==> config.mk <==
export PLATFORM = sky130hd
export DESIGN_NAME = step_pulse_generator
export DESIGN_NICKNAME = d
export VERILOG_FILES = /design/src/rtl/step_pulse_generator.sv
export SDC_FILE = /design/constraint.sdc
export NUM_CORES = 1
export LEC_CHECK = 0
export CORE_MARGIN = 2
export CORE_UTILIZATION = 46
export CTS_BUF_LIST = sky130_fd_sc_hd__clkbuf_2
export DETAILED_ROUTE_END_ITERATION = 10
export GPL_ROUTABILITY_DRIVEN = 0
export PLACE_DENSITY = 0.69
export SLEW_MARGIN = 20
export SYNTH_ARGS = -nofsm -noshare
export SYNTH_HDL_FRONTEND = slang
export SYNTH_SLANG_ARGS = --single-unit
==> constraint.sdc <==
create_clock -name clk -period 3.15 [get_ports clk]
set_input_delay 0.315 -clock clk [delete_from_list [all_inputs] [get_ports clk]]
set_output_delay 0.315 -clock clk [all_outputs]
set_load 0.02 [all_outputs]
==> src/rtl/step_pulse_generator.sv <==
// Step/dir pulse generator feeding the microstepper core.
// Accepts move commands over valid/ready, emits the commanded number of step
// pulses with programmable dir setup and step high time, then pulses done.
//
// state    | meaning
// ---------+-------------------------------------------------------------
// ST_IDLE  | waiting for a command; cmd_ready high unless abort
// ST_SETUP | dir driven, counting down setup time before first step rise
// ST_HIGH  | step high, counting down high time
// ST_LOW   | step low, waiting for the period counter to expire
module step_pulse_generator #(
  parameter int COUNT_WIDTH  = 16,
  parameter int PERIOD_WIDTH = 16
) (
  input  logic                    clk,
  input  logic                    resetn,
  input  logic                    cmd_valid,
  output logic                    cmd_ready,
  input  logic                    cmd_dir,
  input  logic [COUNT_WIDTH-1:0]  cmd_steps,
  input  logic [PERIOD_WIDTH-1:0] cmd_period,
  input  logic [7:0]              config_dir_setup,
  input  logic [7:0]              config_step_high,
  input  logic                    abort,
  output logic                    step,
  output logic                    dir,
  output logic                    busy,
  output logic                    done,
  output logic [COUNT_WIDTH-1:0]  steps_done
);

  localparam logic [1:0] ST_IDLE  = 2'd0;
  localparam logic [1:0] ST_SETUP = 2'd1;
  localparam logic [1:0] ST_HIGH  = 2'd2;
  localparam logic [1:0] ST_LOW   = 2'd3;

  localparam logic [COUNT_WIDTH-1:0]  CNT_ONE = COUNT_WIDTH'(1);
  localparam logic [PERIOD_WIDTH-1:0] PER_ONE = PERIOD_WIDTH'(1);

  logic [1:0]              state_q, state_d;
  logic [7:0]              timer_q, timer_d;      // shared setup / high down-counter
  logic [PERIOD_WIDTH-1:0] per_q, per_d;          // rise-to-rise down-counter
  logic [PERIOD_WIDTH-1:0] per_lat_q, per_lat_d;  // clamped period latched at accept
  logic [COUNT_WIDTH-1:0]  rem_q, rem_d;
  logic [COUNT_WIDTH-1:0]  steps_done_q, steps_done_d;
  logic                    step_q, step_d;
  logic                    dir_q, dir_d;
  logic                    done_q, done_d;
  logic                    zero_pend_q, zero_pend_d;
  logic                    abort_pend_q, abort_pend_d;

  logic [7:0]              s_val;
  logic [7:0]              h_val;
  logic [8:0]              h_plus1;
  logic [PERIOD_WIDTH-1:0] h_plus1_ext;
  logic [PERIOD_WIDTH-1:0] p_val;
  logic                    accept;

  // Clamped timing values; a zero setting would otherwise stall or runt.
  always_comb begin
    s_val       = (config_dir_setup == 8'd0) ? 8'd1 : config_dir_setup;
    h_val       = (config_step_high == 8'd0) ? 8'd1 : config_step_high;
    h_plus1     = {1'b0, h_val} + 9'd1;
    h_plus1_ext = PERIOD_WIDTH'(h_plus1);
    p_val       = (cmd_period < h_plus1_ext) ? h_plus1_ext : cmd_period;
  end

  assign cmd_ready  = (state_q == ST_IDLE) && !abort;
  assign accept     = cmd_valid && cmd_ready;
  assign step       = step_q;
  assign dir        = dir_q;
  assign busy       = (state_q != ST_IDLE);
  assign done       = done_q;
  assign steps_done = steps_done_q;

  // Next-state and datapath logic for the move sequencer.
  always_comb begin
    state_d      = state_q;
    timer_d      = timer_q;
    per_d        = per_q;
    per_lat_d    = per_lat_q;
    rem_d        = rem_q;
    steps_done_d = steps_done_q;
    step_d       = step_q;
    dir_d        = dir_q;
    done_d       = 1'b0;
    zero_pend_d  = 1'b0;
    abort_pend_d = abort_pend_q;

    case (state_q)
      ST_IDLE: begin
        // A zero-step command finishes one cycle after its accept.
        done_d = zero_pend_q;
        if (accept) begin
          steps_done_d = '0;
          rem_d        = cmd_steps;
          per_lat_d    = p_val;
          abort_pend_d = 1'b0;
          if (cmd_steps == '0) begin
            zero_pend_d = 1'b1;
          end else begin
            dir_d   = cmd_dir;
            timer_d = s_val;
            state_d = ST_SETUP;
          end
        end
      end

      ST_SETUP: begin
        if (abort) begin
          state_d = ST_IDLE;
          done_d  = 1'b1;
        end else if (timer_q <= 8'd1) begin
          state_d = ST_HIGH;
          step_d  = 1'b1;
          timer_d = h_val;
          per_d   = per_lat_q;
        end else begin
          timer_d = timer_q - 8'd1;
        end
      end

      ST_HIGH: begin
        // Abort is remembered so the current pulse always runs its full width.
        if (abort) abort_pend_d = 1'b1;
        if (per_q > PER_ONE) per_d = per_q - PER_ONE;
        if (timer_q <= 8'd1) begin
          step_d       = 1'b0;
          steps_done_d = steps_done_q + CNT_ONE;
          rem_d        = rem_q - CNT_ONE;
          if ((rem_q == CNT_ONE) || abort || abort_pend_q) begin
            state_d = ST_IDLE;
            done_d  = 1'b1;
          end else begin
            state_d = ST_LOW;
          end
        end else begin
          timer_d = timer_q - 8'd1;
        end
      end

      default: begin  // ST_LOW
        if (abort) begin
          state_d = ST_IDLE;
          done_d  = 1'b1;
        end else if (per_q <= PER_ONE) begin
          state_d = ST_HIGH;
          step_d  = 1'b1;
          timer_d = h_val;
          per_d   = per_lat_q;
        end else begin
          per_d = per_q - PER_ONE;
        end
      end
    endcase
  end

  // State and output registers; reset drops step immediately and discards the move.
  always_ff @(posedge clk or negedge resetn) begin
    if (!resetn) begin
      state_q      <= ST_IDLE;
      timer_q      <= '0;
      per_q        <= '0;
      per_lat_q    <= '0;
      rem_q        <= '0;
      steps_done_q <= '0;
      step_q       <= 1'b0;
      dir_q        <= 1'b0;
      done_q       <= 1'b0;
      zero_pend_q  <= 1'b0;
      abort_pend_q <= 1'b0;
    end else begin
      state_q      <= state_d;
      timer_q      <= timer_d;
      per_q        <= per_d;
      per_lat_q    <= per_lat_d;
      rem_q        <= rem_d;
      steps_done_q <= steps_done_d;
      step_q       <= step_d;
      dir_q        <= dir_d;
      done_q       <= done_d;
      zero_pend_q  <= zero_pend_d;
      abort_pend_q <= abort_pend_d;
    end
  end

endmodule

==> flow_summary.json, run 1 <==
{
  "cp-end-kind": "output pin",
  "ant_nets": 0,
  "gr-total-overflow": 0,
  "vias_per_cell": 5.937,
  "critPathRequiredTime_ns": 2.83,
  "max_freq_mhz": 346.7,
  "synthTopCellsByArea": "dfrtp_1 38%, nor2_1 5.8%, nand2_1 5.4%, o21ai_0 4.7%, ha_1 4.5%",
  "netlist.area_leader.share": 0.3758,
  "hold_viol": 0,
  "worst_r2r_path_depth": 9,
  "syn_area_sq_mm": 0.005260,
  "insertion_delay_ns": 0.57,
  "io_pins": 74,
  "drt_first_pass_iters": 5,
  "critPathLaunch": "state_q[0]",
  "ys_warn_count": 0,
  "area_growth_pct": 20.48,
  "clkTransAtPathRegs_ns": 0.23,
  "dr_wl_met3_microns": 687,
  "drv_cap": 0,
  "synth.ff_latch_count": 79,
  "maxSlewViolCount": 0,
  "cts.sinks": 79,
  "cp_data_arrival_time_ns": 2.57,
  "avgSynthCellArea_sq_um": 8.284,
  "powerDensity_mw_per_mm2": 868.7,
  "yosysTopAreaCell": "dfrtp_1",
  "ys.flop_type": "dfrtp_1",
  "skew_ns": 0.03223,
  "yosysUniqueCellTypes": 66,
  "synth_nets": 707,
  "track_usage": 0.2347,
  "io_buffers": 73,
  "hp-class": "input port to async pin",
  "wl_per_cell_microns": 16.70,
  "antenna_found_initial": 0,
  "r2r-start": "timer_q[0]",
  "grt_max_degree": 80,
  "synthCells": 635,
  "slew_headroom": 0.4923,
  "hpwl_microns": 10470,
  "drt-met1-wl_microns": 6753,
  "drt_wl_total_microns": 14280,
  "nNetsFinal": 780,
  "worstMarginPinSlew_ns": 0.7615,
  "rows": 39,
  "status": "complete, no violations",
  "path_class": "flop to output pin",
  "yosysSeqAreaShare": 0.3758,
  "synth-edff-count": 0,
  "grt_pass1_wl_microns": 23900,
  "fillers": 1044,
  "min_period_ns": 2.884,
  "period_share": 0.9155,
  "die_area_sq_mm": 0.01231,
  "drc": 0,
  "route.met2.wl_microns": 6592,
  "layout-drive-gt1-share": 0.08006,
  "diodes": 0,
  "r2r-end": "rem_q[5]",
  "setup_viol": 0,
  "cts_tree": "done",
  "p_total_w": 0.005505,
  "via_count": 5076,
  "grt_pass1_vias": 4866,
  "routed.top_layer": "met4",
  "worstPathMaxFanout": 11,
  "cts_max_path_buffers": 2,
  "die_y_microns": 110.9,
  "die_x_microns": 110.9,
  "setup_tns_ns": 0,
  "start_util": 0.4666,
  "final_util": 0.5622,
  "cts_buffers": 9,
  "synthArstFlopShare": 1.000,
  "reg2reg_slack_ns": 0.38,
  "rsz0062_at_grt": "no",
  "hold_slack_ns": 0.3178,
  "ir_drop_uv": 557.2,
  "root_buffer": "clkbuf_2",
  "core_area_sq_mm": 0.01127,
  "endpoint": "cmd_ready",
  "ctsHtreeMaxLevel": 3,
  "start_kind": "flop",
  "power_leakage_nw": 2.653,
  "drt_iter0_markers": 349
}
## cell usage in the layout, fill, tap and decap left out, drive strengths merged, types with 11 or more instances in the layout
master,instances
o22ai,12
xnor2,12
dfrtp,79
inv,17
buf,21
or3,12
clkbuf,11
o21ai,59
nor2,81
nand2,75
ha,19
clkdlybuf4s50,72
nand3,21
nor4,14
nor3,24
a21oi,43
xor2,11
## power breakdown
group | internal, W | switching [W] | leakage, nW
clock | 0.000344 | 0.000357 | 0.0920
combinational | 0.00122 | 0.00173 | 1.56
sequential | 0.00139 | 0.000456 | 0.997
total | 0.00296 | 0.00254 | 2.65
## cell families after synthesis
family,share of synthesized area
XOR/XNOR,0.03830
adder cells (fa/ha/maj),0.04520
flip-flops,0.3758
AND/OR/NAND/NOR,0.2540
AO/OA/AOI/OAI,0.2184
multiplexers,0.02759
buffers and inverters,0.04067
## synth_stat cells, types with 9 or more instances
| cell type | instances |
|---|---|
| nor2_1 | 81 |
| dfrtp_1 | 79 |
| nand2_1 | 75 |
| o21ai_0 | 49 |
| a21oi_1 | 43 |
| clkbuf_1 | 25 |
| nor3_1 | 22 |
| nand3_1 | 20 |
| ha_1 | 19 |
| inv_1 | 17 |
| nor4_1 | 12 |
| o22ai_1 | 12 |
| or3_1 | 12 |
| xnor2_1 | 12 |
| xor2_1 | 11 |
| a221oi_1 | 10 |
| mux2i_1 | 10 |
| and3_1 | 9 |
| nand4_1 | 9 |
## flip-flops by register name, summed over array words and instances (netlist names)
signal and flops:
zero_pend_q 1, per_lat_q 16, step 1, rem_q 16, state_q 2, timer_q 8
steps_done 16, done 1, abort_pend_q 1, dir 1, per_q 16
## per-layer routing
metal  track usage  vias to the layer above
met4       0.08417                        0
met5             0                        -
li1              -                     2470
met1        0.3297                     2451
met3       0.03499                       17
met2        0.3706                      138
## through the flow
stage / worst slack [ns] / cell area, sq um / instances
after global placement: 0.2279 / 6171 / 839
after detailed placement: 0.08889 / 6171 / 839
after global routing: 0.1071 / 6337 / 855
after floorplan: 0.5455 / 5260 / 635
after CTS: 0.09523 / 6331 / 855
final: 0.2660 / 6337 / 855
## critical path, cell delays in order (launching register included)
cell             delay, ns
dfrtp_1               0.47
inv_1                 0.13
ha_2                  0.33
clkinv_1              0.13
buf_4                 0.19
nor2_1                0.16
clkdlybuf4s50_1       0.62
## repair_timing
item | in CTS | in global routing
hold buffers | 1 | 0
gates resized for setup | 0 | 1
endpoints found under the hold margin | 79 | 0
setup endpoints to repair | 0 | 1
setup buffers | 0 | 0
## how the worst min path moves through the flow
stage	from	endpoint	slack (ns)	depth (start not counted)
finish	resetn	per_q[8]	0.32	2
detailed placement	per_lat_q[12]	per_lat_q[12]	0.48	2
floorplan	resetn	abort_pend_q	0.02	0
global route	cmd_period[15]	per_lat_q[15]	0.30	3
global placement	per_lat_q[12]	per_lat_q[12]	0.48	2
CTS	cmd_period[9]	per_lat_q[9]	0.28	3
## final cells by class
class                   instances  area, sq um  area share
clock buffers                  11        55.05    0.008687
multi-input cells             506         3072      0.4847
well taps                     143        178.9     0.02823
clock inverters                 4        95.09     0.01500
flip-flops and latches         79         1977      0.3119
repair buffers                 94        892.1      0.1408
inverters                      18        67.56     0.01066
Power figures use the tool's default switching activity.
==> run 2, diff against run 1 <==
--- a/config.mk
+++ b/config.mk
@@ -8,10 +8,11 @@
 export CORE_MARGIN = 2
 export CORE_UTILIZATION = 46
 export CTS_BUF_LIST = sky130_fd_sc_hd__clkbuf_2
+export CTS_CLUSTER_DIAMETER = 80
 export DETAILED_ROUTE_END_ITERATION = 10
 export GPL_ROUTABILITY_DRIVEN = 0
 export PLACE_DENSITY = 0.69
-export SLEW_MARGIN = 20
+export SLEW_MARGIN = 5
 export SYNTH_ARGS = -nofsm -noshare
 export SYNTH_HDL_FRONTEND = slang
 export SYNTH_SLANG_ARGS = --single-unit
==> flow_summary.json, run 2 (synthesis results as in run 1) <==
{
  "grt_max_degree": 80,
  "p_sw_frac": 0.4620,
  "crit_slowest_cell": "clkdlybuf4s50_1",
  "setup_viol": 0,
  "powerDensity_mw_per_mm2": 869.1,
  "drc": 0,
  "ir_drop_uv": 557.1,
  "max_freq_mhz": 346.3,
  "io_pins": 74,
  "holdPathEnd": "per_lat_q[9]",
  "antenna_found_initial": 0,
  "min_period_ns": 2.887,
  "layout_commonest_cell": "nor2_1",
  "use_met3": 0.03499,
  "grt.met2_usage": 0.3706,
  "die_x_microns": 110.9,
  "diodes": 0,
  "status": "complete, no violations",
  "grt_pass1_wl_microns": 23900,
  "p_int_w": 0.002961,
  "worst_r2r_path_depth": 9,
  "worstPathMaxFanout": 11,
  "via_count": 5073,
  "clock_power_share": 0.127,
  "power_leakage_nw": 2.652,
  "final_util": 0.5619,
  "wl_per_cell_microns": 16.71,
  "hold_viol": 0,
  "fin_area_sq_mm": 0.006334,
  "drt_iter0_markers": 349,
  "die_area_sq_mm": 0.01231,
  "cts_max_path_buffers": 2,
  "power_frac_seq": 0.336,
  "hold_slack_ns": 0.3181,
  "hpwl_microns": 10470,
  "skew_ns": 0.03223,
  "root_buffer": "clkbuf_2",
  "slew_headroom": 0.3010,
  "r2r-end": "rem_q[5]",
  "combPwrFrac": 0.537,
  "grt_pass1_vias": 4866,
  "period_share": 0.9167,
  "ant_nets": 0,
  "die_y_microns": 110.9,
  "maxSlewViolCount": 0,
  "io_buffers": 73,
  "start_util": 0.4666,
  "drt_first_pass_iters": 5,
  "critPathRequiredTime_ns": 2.83,
  "ctsHtreeMaxLevel": 3,
  "drt_wl_total_microns": 14290,
  "grtUsageMet1": 0.3297,
  "path_class": "flop to output pin",
  "cts.sinks": 79,
  "layout-drive-gt1-share": 0.08006,
  "insertion_delay_ns": 0.57,
  "gr-total-overflow": 0,
  "crit_path_cell_trace": "inv_1, ha_2, clkinv_1, buf_4, nor2_1, clkdlybuf4s50_1",
  "clkTransAtPathRegs_ns": 0.20,
  "worstMarginPinSlew_ns": 1.048,
  "vias_per_cell": 5.933,
  "cp-end-kind": "output pin",
  "switching_power_w": 0.002543,
  "final_cell_mix": "81 x nor2_1, 79 x dfrtp_1, 75 x nand2_1",
  "nNetsFinal": 780,
  "cts_buffers": 9,
  "min_from": "cmd_period[9]",
  "setup_tns_ns": 0,
  "start_kind": "flop",
  "rows": 39,
  "place_area_sq_mm": 0.006171,
  "reg2reg_slack_ns": 0.38,
  "cp_data_arrival_time_ns": 2.57,
  "r2r-start": "timer_q[0]",
  "cts_tree": "done",
  "drv_cap": 0,
  "area_growth_pct": 20.41,
  "track_usage": 0.2347,
  "max_stage_delay_ns": 0.62,
  "core_area_sq_mm": 0.01127,
  "rsz0062_at_grt": "no",
  "grt.busiest_layer": "met2",
  "hold_path_depth": 3,
  "hp-class": "input port to flop"
}
==> run 2: what timing repair did <==
item | 4_1_cts | 5_1_grt
gates resized for setup | 0 | 1
hold buffers | 1 | 0
hold endpoints to repair | 79 | 0
setup buffers | 0 | 0
setup endpoints to repair | 0 | 1
==> run 2: layout make-up <==
type	instances	area, sq um
fill	1044	4938
multi-input combinational	506	3072
sequential	79	1977
timing repair buffer	94	888.4
tap	143	178.9
clock inverter	4	95.09
inverter	18	67.56
clock buffer	11	55.05
==> run 2: layer usage <==
| layer | wire length (microns) | up-vias |
|---|---|---|
| li1 | - | 2470 |
| met4 | 250 | 0 |
| met1 | 6759 | 2452 |
| met2 | 6597 | 134 |
| met3 | 678 | 17 |
| met5 | 0 | - |
==> run 2: power groups by stage <==
stage	logic, W	registers, W	clock network (W)
after floorplan	0.00218	0.00172	0
after global placement	0.00282	0.00184	0
after detailed placement	0.00291	0.00186	0
after CTS	0.00292	0.00183	0.000718
after global routing	0.00330	0.00190	0.000759
final	0.00295	0.00185	0.000701
==> run 2: stage by stage <==
stage	cells	worst slack (ns)	total power [W]
2_1_floorplan	635	0.5455	0.003903
3_3_place_gp	839	0.2279	0.004664
3_5_place_dp	839	0.08889	0.004771
4_1_cts	855	0.09523	0.005476
5_1_grt	855	0.1071	0.005961
6_report	855	0.2626	0.005504
==> run 2: critical path: cells and delay by family (launching register included) <==
kind                       cells  cell delay [ns]
and+or+nand+nor                1             0.16
buffers and inverters          4             1.07
adders and majority gates      1             0.33
DFF                            1             0.47
==> run 2: how the worst max path moves through the flow <==
| stage | from | endpoint | slack, ns | cells past startpoint |
|---|---|---|---|---|
| global placement | config_step_high[2] | per_lat_q[8] | 0.23 | 12 |
| finish | state_q[0] | cmd_ready | 0.26 | 6 |
| global route | timer_q[0] | rem_q[5] | 0.11 | 9 |
| CTS | state_q[0] | cmd_ready | 0.1 | 6 |
| floorplan | config_step_high[3] | per_lat_q[4] | 0.55 | 11 |
| detailed placement | config_step_high[2] | per_lat_q[2] | 0.09 | 12 |
==> run 3, diff against run 2 <==
--- a/config.mk
+++ b/config.mk
@@ -9,6 +9,7 @@
 export CORE_UTILIZATION = 46
 export CTS_BUF_LIST = sky130_fd_sc_hd__clkbuf_2
 export CTS_CLUSTER_DIAMETER = 80
+export CTS_CLUSTER_SIZE = 28
 export DETAILED_ROUTE_END_ITERATION = 10
 export GPL_ROUTABILITY_DRIVEN = 0
 export PLACE_DENSITY = 0.69
==> results of run 3 <==
No change in the layout: final DEF, timing and power equal those of run 2.
